### config.mk
export PLATFORM = sky130hd
export DESIGN_NAME = keypad_emu
export DESIGN_NICKNAME = d
export VERILOG_FILES = /design/src/rtl/keypad_emu.sv
export SDC_FILE = /design/constraint.sdc
export NUM_CORES = 1
export LEC_CHECK = 0
export BUFFER_PORTS_ARGS = -buffer_cell sky130_fd_sc_hd__clkbuf_2
export CORE_ASPECT_RATIO = 0.9
export CORE_MARGIN = 2
export CORE_UTILIZATION = 52
export CTS_CLUSTER_SIZE = 30
export DETAILED_ROUTE_END_ITERATION = 7
export GPL_ROUTABILITY_DRIVEN = 0
export PLACE_DENSITY_LB_ADDON = 0.05
export RECOVER_POWER = 25
export SLEW_MARGIN = 25
export SYNTH_ARGS = -nofsm -noshare
export SYNTH_HDL_FRONTEND = slang
export SYNTH_SLANG_ARGS = --single-unit
### constraint.sdc
create_clock -name clk -period 1.9 [get_ports clk]
set_input_delay 0.19 -clock clk [delete_from_list [all_inputs] [get_ports clk]]
set_output_delay 0.19 -clock clk [all_outputs]
set_load 0.005 [all_outputs]
### src/rtl/keypad_emu.sv
// Keypad matrix emulator: presses one key for a commanded number of scanner
// frames, aligned to frame starts, with a post-release gap and a scan watchdog.
module keypad_emu #(
    parameter int GAP_FRAMES = 2,
    parameter int TIMEOUT    = 1024
) (
    input  logic       clk,
    input  logic       rst,
    input  logic [3:0] KB_Col,
    output logic [3:0] KB_Row,
    input  logic       cmd_valid,
    output logic       cmd_ready,
    input  logic [3:0] cmd_key,
    input  logic [7:0] cmd_hold,
    output logic       busy,
    output logic       done,
    output logic       err
);

    localparam int              WD_W     = (TIMEOUT < 1) ? 1 : $clog2(TIMEOUT + 1);
    localparam logic [WD_W-1:0] WD_MAX   = WD_W'(TIMEOUT);
    localparam logic [7:0]      GAP_LOAD = 8'(GAP_FRAMES);

    typedef enum logic [1:0] {IDLE, SYNC, PRESS, GAP} state_t;

    state_t          state, state_nxt;
    logic [3:0]      col_q, col_prev;
    logic [3:0]      key_q, key_nxt;
    logic            pressed, pressed_nxt;
    logic [7:0]      frame_cnt, frame_cnt_nxt;
    logic [WD_W-1:0] wd_cnt, wd_cnt_nxt, wd_inc;
    logic            done_q, done_nxt, err_q, err_nxt;
    logic            frame_start, wd_expire;

    // A frame begins when column 0 is first strobed after any other column.
    assign frame_start = (col_q == 4'b1110) && (col_prev != 4'b1110);
    assign wd_inc      = (wd_cnt == WD_MAX) ? wd_cnt : wd_cnt + 1'b1;
    assign wd_expire   = (wd_inc == WD_MAX);

    // NOTE: every signal written here gets a default first, so no path can
    // leave one unassigned and infer a latch.
    always_comb begin
        state_nxt     = state;
        key_nxt       = key_q;
        pressed_nxt   = pressed;
        frame_cnt_nxt = frame_cnt;
        wd_cnt_nxt    = wd_cnt;
        done_nxt      = 1'b0;
        err_nxt       = 1'b0;

        unique case (state)
            IDLE: begin
                wd_cnt_nxt = '0;
                if (cmd_valid) begin
                    key_nxt       = cmd_key;
                    frame_cnt_nxt = (cmd_hold == 8'd0) ? 8'd1 : cmd_hold;
                    state_nxt     = SYNC;
                end
            end
            SYNC: begin
                if (frame_start) begin
                    pressed_nxt = 1'b1;
                    state_nxt   = PRESS;
                end
            end
            PRESS: begin
                if (frame_start) begin
                    if (frame_cnt <= 8'd1) begin
                        pressed_nxt   = 1'b0;
                        frame_cnt_nxt = GAP_LOAD;
                        if (GAP_FRAMES == 0) begin
                            done_nxt  = 1'b1;
                            state_nxt = IDLE;
                        end else begin
                            state_nxt = GAP;
                        end
                    end else begin
                        frame_cnt_nxt = frame_cnt - 8'd1;
                    end
                end
            end
            GAP: begin
                if (frame_start) begin
                    if (frame_cnt <= 8'd1) begin
                        frame_cnt_nxt = 8'd0;
                        done_nxt      = 1'b1;
                        state_nxt     = IDLE;
                    end else begin
                        frame_cnt_nxt = frame_cnt - 8'd1;
                    end
                end
            end
        endcase

        // A frame start in the same cycle as expiry keeps the command alive.
        if (state != IDLE) begin
            if (frame_start) begin
                wd_cnt_nxt = '0;
            end else if (wd_expire) begin
                pressed_nxt   = 1'b0;
                frame_cnt_nxt = 8'd0;
                wd_cnt_nxt    = '0;
                err_nxt       = 1'b1;
                state_nxt     = IDLE;
            end else begin
                wd_cnt_nxt = wd_inc;
            end
        end
    end

    // NOTE: state registers use non-blocking assignments so every register
    // samples the pre-edge values regardless of statement order.
    always_ff @(posedge clk) begin
        if (rst) begin
            state     <= IDLE;
            col_q     <= 4'b1111;
            col_prev  <= 4'b1111;
            key_q     <= 4'd0;
            pressed   <= 1'b0;
            frame_cnt <= 8'd0;
            wd_cnt    <= '0;
            done_q    <= 1'b0;
            err_q     <= 1'b0;
        end else begin
            state     <= state_nxt;
            col_q     <= KB_Col;
            col_prev  <= col_q;
            key_q     <= key_nxt;
            pressed   <= pressed_nxt;
            frame_cnt <= frame_cnt_nxt;
            wd_cnt    <= wd_cnt_nxt;
            done_q    <= done_nxt;
            err_q     <= err_nxt;
        end
    end

    // Single pressed key: only its row can be pulled low, and only while its
    // column is strobed, so several low columns behave like a wired-AND matrix.
    always_comb begin
        KB_Row = 4'b1111;
        if (pressed && !KB_Col[key_q[1:0]]) begin
            KB_Row[2'd3 - key_q[3:2]] = 1'b0;
        end
    end

    assign cmd_ready = (state == IDLE);
    assign busy      = (state != IDLE);
    assign done      = done_q;
    assign err       = err_q;

endmodule

* Word-level counts from Yosys, hierarchy flattened
Cells that the tools add are included.
** Cells by class
- Add/subtract/negate cells :: 3
- Order comparisons :: 4
- Eq/ne operators :: 7
- Mux-type cells :: 39
- Bitwise logic cells :: 4
- Reductions and logical operators :: 11
** Operators with widths (number)
- $mux W8 :: 9
- $mux W11 :: 5
- $pmux W8 S3 :: 1
- $eq A11 B11 Y1 const B :: 2
- $mux W2 :: 9
- $add A11 B1 Y11 const B :: 1
- $mux W1 :: 10
- $le A8 B1 Y1 const B :: 1
- $logic_not A8 Y1 :: 1
- $pmux W2 S4 :: 1
- $sub A8 B1 Y8 const B :: 1
- $lt A2 B3 Y1 const B :: 2
- $reduce_or A3 Y1 :: 2
- $eq A2 B2 Y1 const B :: 2
- $eq A4 B4 Y1 const B :: 1
- $mux W4 :: 1
- $ne A4 B4 Y1 const B :: 1
- $not A4 Y4 :: 1
- $reduce_bool A2 Y1 :: 2
- $logic_and A1 B1 Y1 :: 3
- $not A1 Y1 :: 3
- $bmux W1 S2 :: 1
- $demux W1 S2 :: 1
- $eq A2 B1 Y1 const B :: 1
- other kinds (6) :: 6
** Storage, ports and cells
- Register bits after elaboration :: 36
- Output and inout port bits :: 8
- Word-level logic and storage cells :: 77

* Logic depth before layout (Yosys ltp)
- Word-level depth :: 7
- Gate-level depth with buffers :: 9
- Depth with buffers taken out :: 8

* Worst setup path after synthesis
OpenSTA, ideal clock, no wires.
- Kind :: register -> register
- Start point :: register wd_cnt[0]
- End point :: register pressed
- Library setup time :: 0.141 ns
- Data arrival time :: 1.952 ns
- Required time :: 1.759 ns
- Slack :: -0.192 ns
- Stages on the path, launching flop included :: 10
- Buffers on the path :: 1
- Clock period less this slack :: 2.092 ns
- Cells stage by stage :: dfxtp_1 -> buf_4 -> inv_1 -> ha_1 -> nor4b_1 -> o21bai_1 -> a41oi_1 -> nand4_1 -> nor4_4 -> nor4_1
** Between the ends
- Cells in the longest elaborated chain, start to end :: 6
** RTL lines
- start: declaration :: line 31 : logic [WD_W-1:0] wd_cnt, wd_cnt_nxt, wd_inc;
- start signal: assignment :: line 131 : wd_cnt <= wd_cnt_nxt;
- $add A11 B1 Y11 / $eq A11 B11 Y1 (equally long branches) :: line 37 : assign wd_inc = (wd_cnt == WD_MAX) ? wd_cnt : wd_cnt + 1'b1;
- $mux W11 * :: line 37
- $eq A11 B11 Y1 * :: line 38 : assign wd_expire = (wd_inc == WD_MAX);
- $mux W1 * :: line 99 : end else if (wd_expire) begin
- $mux W1 * :: line 97 : if (frame_start) begin
- $mux W1 * :: line 96 : if (state != IDLE) begin
- end signal: assignment :: line 129 : pressed <= pressed_nxt;
- end: declaration :: line 29 : logic pressed, pressed_nxt;
Mark *: on every way between the ends. The rest lies on a longest branch, timed or not.
A chain may end at the register's enable or synchronous reset.

* Worst setup path after layout
- Start point :: register frame_cnt[4]
- End point :: register frame_cnt[0]
** Between the ends
- Cells in the longest elaborated chain, start to end :: 7
** RTL lines
- start: declaration :: line 30 : logic [7:0] frame_cnt, frame_cnt_nxt;
- start signal: assignment :: line 130 : frame_cnt <= frame_cnt_nxt;
- $le A8 B1 Y1 * :: line 68, 84
- $mux W8, on equally long branches :: line 84, 68
- $mux W8, on equally long branches :: line 83, 67
- $pmux W8 S3 * :: line 51 : unique case (state)
- $mux W8 :: line 99
- $mux W8 :: line 97
- $mux W8 * :: line 96
Marked as above.

==> out/qor.txt <==
status = complete, but fails checks
failing checks = negative setup slack
initial drt markers = 155
Syn Nets = 289
Max-Slew Margin vs Limit = 70.58%
routed length per instance = 16.95 µm
kind of critical path = reg2reg
Worst Path Max Fanout = 5
# rows = 22
mux cell area share after synthesis = 1.951%
maximum VDD drop = 621.7 µV
initial core utilization = 53.90%
Worst-Skew Late Latency = 0.29 ns
vias per cell = 6.082
Placeable Area = 4046 µm²
Post-Synth Simple-Gate Area = 32.30%
final hold viol count = 0
Die H = 65.44 µm
RSZ-0062 raised after global routing = yes
Seq/Total Area, Yosys = 33.05%
Final nets = 358
TritonCTS buffer count = 5
Non-Filler Instances = 380
Final Cycle Share = 111.2%
clock tree sinks = 36
count leader, synth = dfxtp_1
leak pwr = 1.202 nW
Post-DRT Antenna Nets = 0
Commonest cells post-synth = dfxtp_1 (36), nor2_1 (24), nand2_1 (21), nor3_1 (20), a21oi_1 (12)
first-pass iteration count of the detailed router = 5
Slew Viols, Final = 0
vias post-DR = 2311
Hold Path Class = in2reg
post-DP HPWL = 4.530 mm
CTS root buffer = clkbuf_8
synth unique cells = 62
Remaining DRCs = 0
first-pass GRT wire length = 10.31 mm
maximum clock rate = 0.4734 GHz
EDFF count, synth = 0
PortBufs = 26
top cell type's share of synthesized area = 33.05%
Setup WS post-layout = -0.2123 ns
flop and latch count out of synthesis = 36
hold buffer count at CTS = 0
vias in the first global route = 2147
CTS Buffer Depth = 2
cell taking the most area after synthesis = dfxtp_1
XOR/XNOR Fraction of Synth Area = 5.221%
Fin Clk Skew = 0.007554 ns
synth warn = 0
Routed WL = 6.440 mm
asr flop ratio synth = 0%
Worst Max-Slew Pin Slew = 0.4387 ns
CTS tree = yes
CP Capture Type = register
Most used DFF post-synth = dfxtp_1
Startpoint Class = register
fin crit period = 2.112 ns
share of cells above drive strength 1 = 40.96%
Mapped Area = 2181 µm²
CTS H-tree lvls = 2
Layout Utilization = 73.31%
Pwr Density = 628.5 nW/µm²
Worst-path clk slew = 0.07 ns
global-route usage over all layers = 28.39%
Post-Syn Instances = 262
Die X = 72.27 µm
Compound-Gate Fraction of Synth Area = 18.01%
Area Overhead vs Synth = 36.03%
total of max-cap violations = 0
# diodes = 0
top cells by area, synth = dfxtp_1 (33%), ha_1 (4.6%), nor3_1 (4.6%), nor2_1 (4.1%), nand2_1 (3.6%)
GR Overflow Total = 0
Setup Viol. Count Final = 11
critical path data required time = 2.07 ns
Adder-Cell Fraction of Synth Area = 4.590%
Die Area = 4729 µm²
syn_area_per_cell = 8.324 µm²
main combinational cell family by area after synthesis = simple AND/OR/NAND/NOR gates
# placed instances = 368
CP arrival = 2.28 ns
number of I/O pins = 27
largest net degree at the start of global routing = 25
initial antenna violation count = 0
Pwr Total = 1.865 mW
-- registers in the layout (all words and copies together) (netlist names) --
name       cells
wd_cnt        11
frame_cnt      8
col_prev       4
col_q          4
key_q          4
state          2
done           1
err            1
pressed        1
-- power by group --
group / total (mW) / switching (mW) / leakage, nW / internal, mW
clock network: 0.660 / 0.270 / 0.0552 / 0.389
logic: 0.393 / 0.214 / 0.847 / 0.180
registers: 0.811 / 0.0268 / 0.299 / 0.785
total: 1.86 / 0.511 / 1.20 / 1.35
-- path summary, 6_finish.rpt --
path / endpoint / slack, ns / from / cells after the start
worst max register to register: frame_cnt[0] / -0.21 / frame_cnt[4] / 6
worst max-delay path: frame_cnt[0] / -0.21 / frame_cnt[4] / 6
worst min-delay path: col_q[1] / 0.10 / KB_Col[1] / 2
worst min register to register: key_q[1] / 0.46 / key_q[1] / 2
-- kinds of logic (layout without fill, tap and decap cells) --
logic type | count (synthesis) | count (layout)
xor gates and xnor gates | 13 | 13
AOI/OAI and AO/OA | 53 | 53
DFF | 36 | 36
adders and majority gates | 8 | 8
muxes | 3 | 3
buffers and inverters | 25 | 95
and+or+nand+nor | 124 | 124
-- layer usage --
| layer | wire, µm | GRT usage [%] | vias to the layer above |
|---|---|---|---|
| met4 | 99 | 9.198 | 0 |
| met3 | 493 | 7.209 | 15 |
| met2 | 2896 | 42.20 | 107 |
| met5 | 0 | 0 | - |
| li1 | - | - | 1101 |
| met1 | 2950 | 40.00 | 1088 |
-- area by class of cell --
type,instances,area (µm²)
timing repair buffer,77,515.5
sequential,36,738.2
tap,48,60.06
clock buffer,6,72.57
inverter,10,37.54
clock inverter,2,35.03
fill,314,1080
multi-input combinational,201,1508
-- critical path: stages (launching register included) --
cell	delay [ns]
dfxtp_2	0.32
or4_4	0.54
or4_4	0.47
o22ai_4	0.21
o32ai_1	0.18
a221oi_2	0.21
nor3_1	0.07
-- placed cells by master, fill, tap and decap left out, drive strengths merged, types with 3 or more instances in the layout --
master and count:
a21oi 12, a22oi 3, a2bb2oi 3, a31oi 3
buf 51, clkbuf 32, dfxtp 36, ha 8
inv 10, nand2 21, nand3 11, nand4 7
nor2 24, nor2b 5, nor3 22, nor4 5
o21ai 6, or2 9, or4 4, xnor2 8
xor2 5
-- per-stage QoR --
stage	instance area, µm²	hold WS, ns	setup slack [ns]	setup TNS (ns)
2_1_floorplan	2226	0.2938	-0.08086	-0.7127
3_3_place_gp	2693	0.4021	-0.1214	-0.8048
3_5_place_dp	2693	0.3994	-0.1961	-1.240
4_1_cts	2913	0.1014	-0.1627	-1.097
5_1_grt	2967	0.09822	-0.2841	-2.409
6_report	2967	0.1045	-0.2123	-1.447
-- repair_timing --
action,4_1_cts,5_1_grt
gates cloned,1,0
pin swaps,8,5
setup endpoints to repair,13,20
buffers inserted,3,0
gates resized for setup,24,13
endpoints found under the hold margin,0,0
No activity file was read; power rests on OpenSTA's default activity.
